### src/rtl/tx_msg_sequencer_pkg.sv
// Shared definitions for the TX message sequencer: state encoding, default
// register addresses, status word layout and the maximum message length.
package tx_msg_sequencer_pkg;

  typedef logic [2:0] state_t;

  localparam state_t ST_IDLE   = 3'd0;
  localparam state_t ST_RDLEN  = 3'd1;
  localparam state_t ST_LATCH  = 3'd2;
  localparam state_t ST_FETCH  = 3'd3;
  localparam state_t ST_WAIT   = 3'd4;
  localparam state_t ST_SEND   = 3'd5;
  localparam state_t ST_STATUS = 3'd6;
  localparam state_t ST_REARM  = 3'd7;

  localparam logic [2:0] CTRL_ADDR_DEFAULT = 3'd0;
  localparam logic [2:0] STAT_ADDR_DEFAULT = 3'd1;

  // Status word layout: bit0 done, bit1 length error, bit2 abort,
  // bit3 reserved, bits 8:4 number of words handshaken.
  localparam int STAT_DONE_BIT  = 0;
  localparam int STAT_ERR_BIT   = 1;
  localparam int STAT_ABORT_BIT = 2;
  localparam int STAT_COUNT_LSB = 4;
  localparam int STAT_WIDTH     = 9;

  localparam logic [4:0] MAX_LEN = 5'd16;

  // Assemble the completion status word written back to the register file.
  function automatic logic [STAT_WIDTH-1:0] pack_status(input logic [4:0] count,
                                                        input logic       abort,
                                                        input logic       err);
    logic [STAT_WIDTH-1:0] s;
    s = '0;
    s[STAT_COUNT_LSB +: 5] = count;
    s[STAT_ABORT_BIT]      = abort;
    s[STAT_ERR_BIT]        = err;
    s[STAT_DONE_BIT]       = 1'b1;
    return s;
  endfunction

endpackage

### src/rtl/tx_msg_sequencer.sv
// TX message sequencer: reads a message length from the register file,
// streams that many words from TX memory onto a valid/ready stream, then
// writes a completion status word back to the register file.
// Optional feature macro: TX_SEQ_ABORT_EN adds the abort_i input, which
// cuts a message short and flags the abort in status bit 2.
module tx_msg_sequencer
  import tx_msg_sequencer_pkg::*;
#(
  parameter int                        DATA_WIDTH     = 32,
  parameter int                        MEM_ADDR_WIDTH = 4,
  parameter int                        REG_ADDR_WIDTH = 3,
  parameter logic [REG_ADDR_WIDTH-1:0] CTRL_ADDR      = CTRL_ADDR_DEFAULT,
  parameter logic [REG_ADDR_WIDTH-1:0] STAT_ADDR      = STAT_ADDR_DEFAULT
) (
  input  logic                      pclk,
  input  logic                      preset_i,
`ifdef TX_SEQ_ABORT_EN
  input  logic                      abort_i,
`endif
  input  logic                      txreq_i,
  output logic                      busy_o,
  output logic                      done_o,
  output logic                      err_o,
  output logic [MEM_ADDR_WIDTH-1:0] mem_addr_o,
  output logic                      mem_re_o,
  input  logic [DATA_WIDTH-1:0]     mem_data_i,
  output logic [REG_ADDR_WIDTH-1:0] reg_addr_o,
  output logic                      reg_re_o,
  output logic                      reg_we_o,
  output logic [DATA_WIDTH-1:0]     reg_data_o,
  input  logic [DATA_WIDTH-1:0]     reg_data_i,
  output logic                      tx_valid_o,
  input  logic                      tx_ready_i,
  output logic [DATA_WIDTH-1:0]     tx_data_o,
  output logic                      tx_last_o
);

  state_t                state_reg;
  state_t                state_next;
  logic                  armed_reg;
  logic [4:0]            count_reg;
  logic [4:0]            len_reg;
  logic                  err_reg;
  logic                  abort_reg;
  logic [DATA_WIDTH-1:0] tx_data_reg;

  logic accept;
  logic len_ok;
  logic last_word;
  logic handshake;
  logic abort_hit;

  assign accept    = (state_reg == ST_IDLE) && txreq_i && armed_reg;
  assign len_ok    = (reg_data_i[4:0] != 5'd0) && (reg_data_i[4:0] <= MAX_LEN);
  assign last_word = (count_reg == (len_reg - 5'd1));
  assign handshake = (state_reg == ST_SEND) && tx_ready_i;

`ifdef TX_SEQ_ABORT_EN
  // An abort is honoured only while a message is actually in flight.
  assign abort_hit = abort_i && ((state_reg == ST_RDLEN) || (state_reg == ST_LATCH) ||
                                 (state_reg == ST_FETCH) || (state_reg == ST_WAIT)  ||
                                 (state_reg == ST_SEND));

  // Abort flag: a final handshake coinciding with abort counts as normal completion.
  always_ff @(posedge pclk or negedge preset_i) begin
    if (!preset_i) begin
      abort_reg <= 1'b0;
    end else if (accept) begin
      abort_reg <= 1'b0;
    end else if (abort_hit && !(handshake && last_word)) begin
      abort_reg <= 1'b1;
    end
  end
`else
  assign abort_hit = 1'b0;
  assign abort_reg = 1'b0;
`endif

  // Next-state decision for the message sequence.
  always_comb begin
    state_next = state_reg;
    case (state_reg)
      ST_IDLE:   if (accept) state_next = ST_RDLEN;
      ST_RDLEN:  state_next = abort_hit ? ST_STATUS : ST_LATCH;
      ST_LATCH:  state_next = (abort_hit || !len_ok) ? ST_STATUS : ST_FETCH;
      ST_FETCH:  state_next = abort_hit ? ST_STATUS : ST_WAIT;
      ST_WAIT:   state_next = abort_hit ? ST_STATUS : ST_SEND;
      ST_SEND: begin
        if (handshake && last_word) begin
          state_next = ST_STATUS;
        end else if (abort_hit) begin
          state_next = ST_STATUS;
        end else if (handshake) begin
          state_next = ST_FETCH;
        end
      end
      ST_STATUS: state_next = ST_REARM;
      ST_REARM:  state_next = ST_IDLE;
      default:   state_next = ST_IDLE;
    endcase
  end

  // State register plus the re-arm latch that blocks retransmission on a held request.
  always_ff @(posedge pclk or negedge preset_i) begin
    if (!preset_i) begin
      state_reg <= ST_IDLE;
      armed_reg <= 1'b1;
    end else begin
      state_reg <= state_next;
      if (state_reg == ST_STATUS) begin
        armed_reg <= 1'b0;
      end else if (!txreq_i) begin
        armed_reg <= 1'b1;
      end
    end
  end

  // Length capture, word counter and sticky length error.
  always_ff @(posedge pclk or negedge preset_i) begin
    if (!preset_i) begin
      count_reg <= 5'd0;
      len_reg   <= 5'd0;
      err_reg   <= 1'b0;
    end else begin
      if (accept) begin
        count_reg <= 5'd0;
        err_reg   <= 1'b0;
      end
      if (state_reg == ST_LATCH) begin
        len_reg <= reg_data_i[4:0];
        if (!abort_hit) begin
          if (len_ok) begin
            count_reg <= 5'd0;
          end else begin
            err_reg <= 1'b1;
          end
        end
      end
      if (handshake) begin
        count_reg <= count_reg + 5'd1;
      end
    end
  end

  // Stream data register: loaded from memory, held steady through any stall.
  always_ff @(posedge pclk or negedge preset_i) begin
    if (!preset_i) begin
      tx_data_reg <= '0;
    end else if (state_reg == ST_WAIT) begin
      tx_data_reg <= mem_data_i;
    end
  end

  // Output decode; only one of the three bus strobes is ever active per state.
  always_comb begin
    busy_o     = (state_reg != ST_IDLE);
    done_o     = 1'b0;
    err_o      = err_reg;
    mem_addr_o = '0;
    mem_re_o   = 1'b0;
    reg_addr_o = '0;
    reg_re_o   = 1'b0;
    reg_we_o   = 1'b0;
    reg_data_o = '0;
    tx_valid_o = 1'b0;
    tx_last_o  = 1'b0;
    tx_data_o  = tx_data_reg;
    case (state_reg)
      ST_RDLEN: begin
        reg_re_o   = 1'b1;
        reg_addr_o = CTRL_ADDR;
      end
      ST_FETCH: begin
        mem_re_o   = 1'b1;
        mem_addr_o = MEM_ADDR_WIDTH'(count_reg[3:0]);
      end
      ST_SEND: begin
        tx_valid_o = 1'b1;
        tx_last_o  = last_word;
      end
      ST_STATUS: begin
        reg_we_o   = 1'b1;
        done_o     = 1'b1;
        reg_addr_o = STAT_ADDR;
        reg_data_o = {{(DATA_WIDTH-STAT_WIDTH){1'b0}}, pack_status(count_reg, abort_reg, err_reg)};
      end
      default: ;
    endcase
  end

endmodule

### config.mk
export PLATFORM = sky130hd
export DESIGN_NAME = tx_msg_sequencer
export DESIGN_NICKNAME = d
export VERILOG_FILES = /design/src/rtl/tx_msg_sequencer_pkg.sv /design/src/rtl/tx_msg_sequencer.sv
export SDC_FILE = /design/constraint.sdc
export NUM_CORES = 1
export LEC_CHECK = 0
export CORE_ASPECT_RATIO = 1.4
export CORE_UTILIZATION = 41
export CTS_BUF_LIST = sky130_fd_sc_hd__clkbuf_2 sky130_fd_sc_hd__clkbuf_4 sky130_fd_sc_hd__clkbuf_8
export DETAILED_ROUTE_END_ITERATION = 6
export HOLD_SLACK_MARGIN = 0.1
export PLACE_DENSITY = 0.86
export SLEW_MARGIN = 20
export SYNTH_ARGS = -nofsm -noshare
export SYNTH_HDL_FRONTEND = slang
export SYNTH_SLANG_ARGS = --single-unit
export TNS_END_PERCENT = 100
### constraint.sdc
create_clock -name pclk -period 3 [get_ports pclk]
set_input_delay 0.45 -clock pclk [delete_from_list [all_inputs] [get_ports pclk]]
set_output_delay 0.45 -clock pclk [all_outputs]
set_load 0.05 [all_outputs]
Word-level counts from Yosys, hierarchy flattened
Index checks and enable logic that the tools add are counted.
- register bits: 47
- bits in latches: 0
- memory bits (writable): 0
- bits in read-only memories: 0
- input port bits: 68
- output and inout port bits: 79
- logic and storage cells: 51
- memories: 0
- add/subtract/negate cells: 2
- multiply operators: 0
- divide/modulo/power cells: 0
- magnitude comparators: 1
- equal/unequal tests: 11
- shifts and indexed selects: 0
- mux-type cells: 22
- bitwise operators: 0
- reduce and logical (&&, ||, !) cells: 9
- operators by type and width (cell ; count):
    $pmux 3 s8 ; 1
    $mux 5 ; 4
    $eq 3x3->1 const B ; 4
    $mux 3 ; 4
    $mux 1 ; 11
    $mux 9 ; 1
    $eq 3x2->1 const B ; 2
    $add 5x1->5 const B ; 1
    $eq 5x5->1 ; 1
    $le 5x5->1 const B ; 1
    $logic_and 1x1->1 ; 5
    $reduce_bool 5->1 ; 1
    $sub 5x1->5 const B ; 1
    $mux 4 ; 1
    $eq 3x1->1 const B ; 1
    $logic_not 3->1 ; 1
    $ne 3x2->1 const B ; 1
    $reduce_bool 3->1 ; 1
    $ne 2x1->1 const B ; 1
    $ne 2x2->1 const B ; 1
    $reduce_and 2->1 ; 1

Depth between registers and ports, before layout
- depth in word-level cells: 7
- mapped depth: 8
- depth with buffers taken out: 7

Least setup slack after synthesis
Ideal clock, no wire load.
- path kind: register to output
- from: register state_reg[0]
- to: output port mem_addr_o[0]
- arrival time: 1.900 ns
- required time: 2.550 ns
- setup slack: 0.650 ns
- stages on the path, launching flop included: 4
- path buffers: 0
- path through: dfrtp_1 ha_1 nor2b_1 and2_1
- longest elaborated chain between the ends: 2
- ends and longest elaborated chain (item ; line ; source):
    start: declaration ; tx_msg_sequencer.sv:38 ; state_t state_reg;
    start signal: assignment ; tx_msg_sequencer.sv:109 ; state_reg <= state_next;
    $eq 3x2->1 ; tx_msg_sequencer.sv:168 ; case (state_reg)
    $mux 4 ; tx_msg_sequencer.sv:168 ;
    end: declaration ; tx_msg_sequencer.sv:24 ; output logic [MEM_ADDR_WIDTH-1:0] mem_addr_o,
No other way between the ends.

Final worst setup path
- from: register state_reg[0]
- to: output port done_o
- longest elaborated chain between the ends: 2
- ends and longest elaborated chain (item ; line ; source):
    $eq 3x3->1 ; tx_msg_sequencer.sv:168 ;
    $mux 1 ; tx_msg_sequencer.sv:168 ;
    end: declaration ; tx_msg_sequencer.sv:22 ; output logic done_o,
No other way between the ends.

==> flow_metrics.env <==
export IMPL_outcome="complete, no violations"
export IMPL_grt_pass1_wl_mm=8.41
export IMPL_dr_total_vias=1789
export IMPL_layout_worst_path_cycle_share_pct=91.4
export IMPL_wire_per_inst_um=14.0
export IMPL_largest_reg_flops=32
export IMPL_arrival_ps=2290
export IMPL_cts_buffers=5
export IMPL_slew_violations=0
export IMPL_place_gp_congestion=0.814
export IMPL_synthArstFlopShare_pct=100
export IMPL_grt_setup_unrepaired="false"
export IMPL_grt_max_degree=48
export IMPL_rr_worst_depth=7
export IMPL_finalSetupViolCount=0
export IMPL_synth_xor_area_share_pct=2.91
export IMPL_hpwl_mm=3.91
export IMPL_synth_compound_area_share_pct=5.20
export IMPL_hold_viol=0
export IMPL_synth_fa_ha_area_share_pct=3.12
export IMPL_clk_path_buf_depth=2
export IMPL_synthSimpleGateAreaFrac_pct=10.9
export IMPL_post_cts_resized=0
export IMPL_n_antenna_cell=0
export IMPL_synth_edf_count=0
export IMPL_skew_ps=8.07
export IMPL_first_pass_iters=4
export IMPL_cts_reportedPaths_clkPinSlew_ps=90
export IMPL_ys_flop_type="dfrtp_1"
export IMPL_insertion_delay_ps=300
export IMPL_endpoint_kind="output pin"
export IMPL_portBuffers=92
export IMPL_synth_top_family_by_area="multiplexers"
export IMPL_cts_htree_levels=2
export IMPL_ant_nets=0
export IMPL_final_cell_mix="clkdlybuf4s50_1, dfrtp_1, mux2_2"
export IMPL_layout_commonest_cell="clkdlybuf4s50_1"
export IMPL_area_growth_syn_to_layout_pct=39.3
export IMPL_chipWidth_um=66.7
export IMPL_via_per_inst=4.84
export IMPL_syn_area_per_cell_um2=11.4
export IMPL_max_slew_margin_pct=60.0
export IMPL_die_area_um2=6180
export IMPL_holdBufCountCts=0
export IMPL_fin_setup_tns_ps=0
export IMPL_grt_usage_pct=17.8
export IMPL_start_util_pct=43.2
export IMPL_p_leak_uw=0.00148
export IMPL_fillers=487
export IMPL_muxShareOfSynthArea_pct=16.8
export IMPL_hold_path_class="input pin to async pin"
export IMPL_fp_dieH_um=92.6
export IMPL_startpoint_type="flop"
export IMPL_antenna_found_initial=0
export IMPL_finalCriticalPeriod_ps=2740
export IMPL_cts_tree="built"
export IMPL_r2r_setup_slack_ps=1110
export IMPL_cts_sinks=47
export IMPL_rows=32
export IMPL_clock_root_buffer="clkbuf_8"
export IMPL_yosysSeqAreaShare_pct=48.9
export IMPL_required_ps=2550
export IMPL_drc=0
export IMPL_coreArea_um2=5570
export IMPL_tightest_slew_ps=600
export IMPL_path_class="flop to output pin"
export IMPL_nets=375
export IMPL_drt_wl_total_mm=5.17
export IMPL_synth_seq_cells=47
export IMPL_io_pins=147
export IMPL_cts_setup_buffers=0
export IMPL_cp_max_fo=11
export IMPL_maxCapViolCount=0
export IMPL_synth_cells=211
export IMPL_syn_area_um2=2410
export IMPL_ys_warn_count=0
export IMPL_place_ws_ps=590
export IMPL_grt_pass1_vias=1803
export IMPL_drt_iter0_markers=62
export IMPL_drive_gt1_share_pct=17.9
export IMPL_ir_drop_v=0.000692
export IMPL_grt_overflow=0
export IMPL_worst_slack_ps=258
export IMPL_power_density_nw_per_um2=1220
export IMPL_max_freq_mhz=365
export IMPL_yosysUniqueCellTypes=39
metal layers:
layer  track usage [%]  vias to the layer above  share of wire, %  wire length [um]
met5                 0                        -                 0                 0
met3              3.69                        9               5.0               257
met2              32.1                       71                57              2920
met1              20.4                      876                37              1890
li1                  -                      833                 -                 -
met4              5.85                        0               1.9               100
critical path, cell delays in order (launching register included):
cell	delay [ps]
dfrtp_1	420
inv_1	90
ha_1	380
and2_1	270
clkdlybuf4s50_1	840
stage by stage:
| stage | total power [uW] | hold slack [ps] | util [%] | instance area, um^2 | instances |
|---|---|---|---|---|---|
| floorplan | 2970 | 154 | - | 2500 | 237 |
| global placement | 3670 | 466 | 58.6 | 3260 | 362 |
| detailed placement | 3740 | 476 | 58.6 | 3260 | 362 |
| CTS | 4140 | 373 | 60.2 | 3350 | 370 |
| global route | 4320 | 205 | 60.2 | 3350 | 370 |
| finish | 4100 | 145 | 60.2 | 3350 | 370 |
final timing paths:
path,to,startpoint
worst max register to register,state_reg[0]$_DFFE_PN0P_,len_reg[0]$_DFFE_PN0P_
min in group pclk,armed_reg$_DFFE_PN1P_,armed_reg$_DFFE_PN1P_
worst min register to register,armed_reg$_DFFE_PN1P_,armed_reg$_DFFE_PN1P_
worst min-delay path,tx_data_o[10]$_DFFE_PN0P_,preset_i
max in group asynchronous,state_reg[0]$_DFFE_PN0P_,preset_i
worst max-delay path,done_o,state_reg[0]$_DFFE_PN0P_
final cells by class:
cell class	instances	area (um^2)	share of cell area [%]
clock buffer	6	76.3	2.28
clock inverter	2	12.5	0.373
inverter	8	30.0	0.896
multi-input combinational	145	1040	31.0
sequential	47	1180	35.1
tap	68	85.1	2.54
timing repair buffer	94	931	27.8
Yosys cell counts, types with 2 or more instances:
master,instances,area share [%]
dfrtp_1,46,48
mux2_2,36,17
buf_4,30,9.4
nand2_1,12,1.9
inv_1,8,1.2
o21ai_0,8,1.7
nor2_1,7,1.1
and3_1,6,1.6
ha_1,6,3.1
and2_1,5,1.3
nor2b_1,5,1.3
xor2_1,5,1.8
buf_2,4,0.83
clkbuf_1,3,0.47
xnor2_1,3,1.1
a21oi_1,2,0.42
nand3_1,2,0.42
o22ai_1,2,0.52
kinds of logic (layout without fill, tap and decap cells):
logic type,Yosys count,in the layout
AOI/OAI and AO/OA,20,20
xor gates and xnor gates,8,8
adders and majority gates,6,6
buffers and inverters,45,110
DFF,47,47
muxes,36,36
other,1,27
and+or+nand+nor,48,48
power breakdown:
| part | internal [uW] | switching (uW) |
|---|---|---|
| Clock | 172 | 210 |
| Sequential | 951 | 228 |
| Combinational | 958 | 1580 |
No activity file was read; power rests on OpenSTA's default activity.
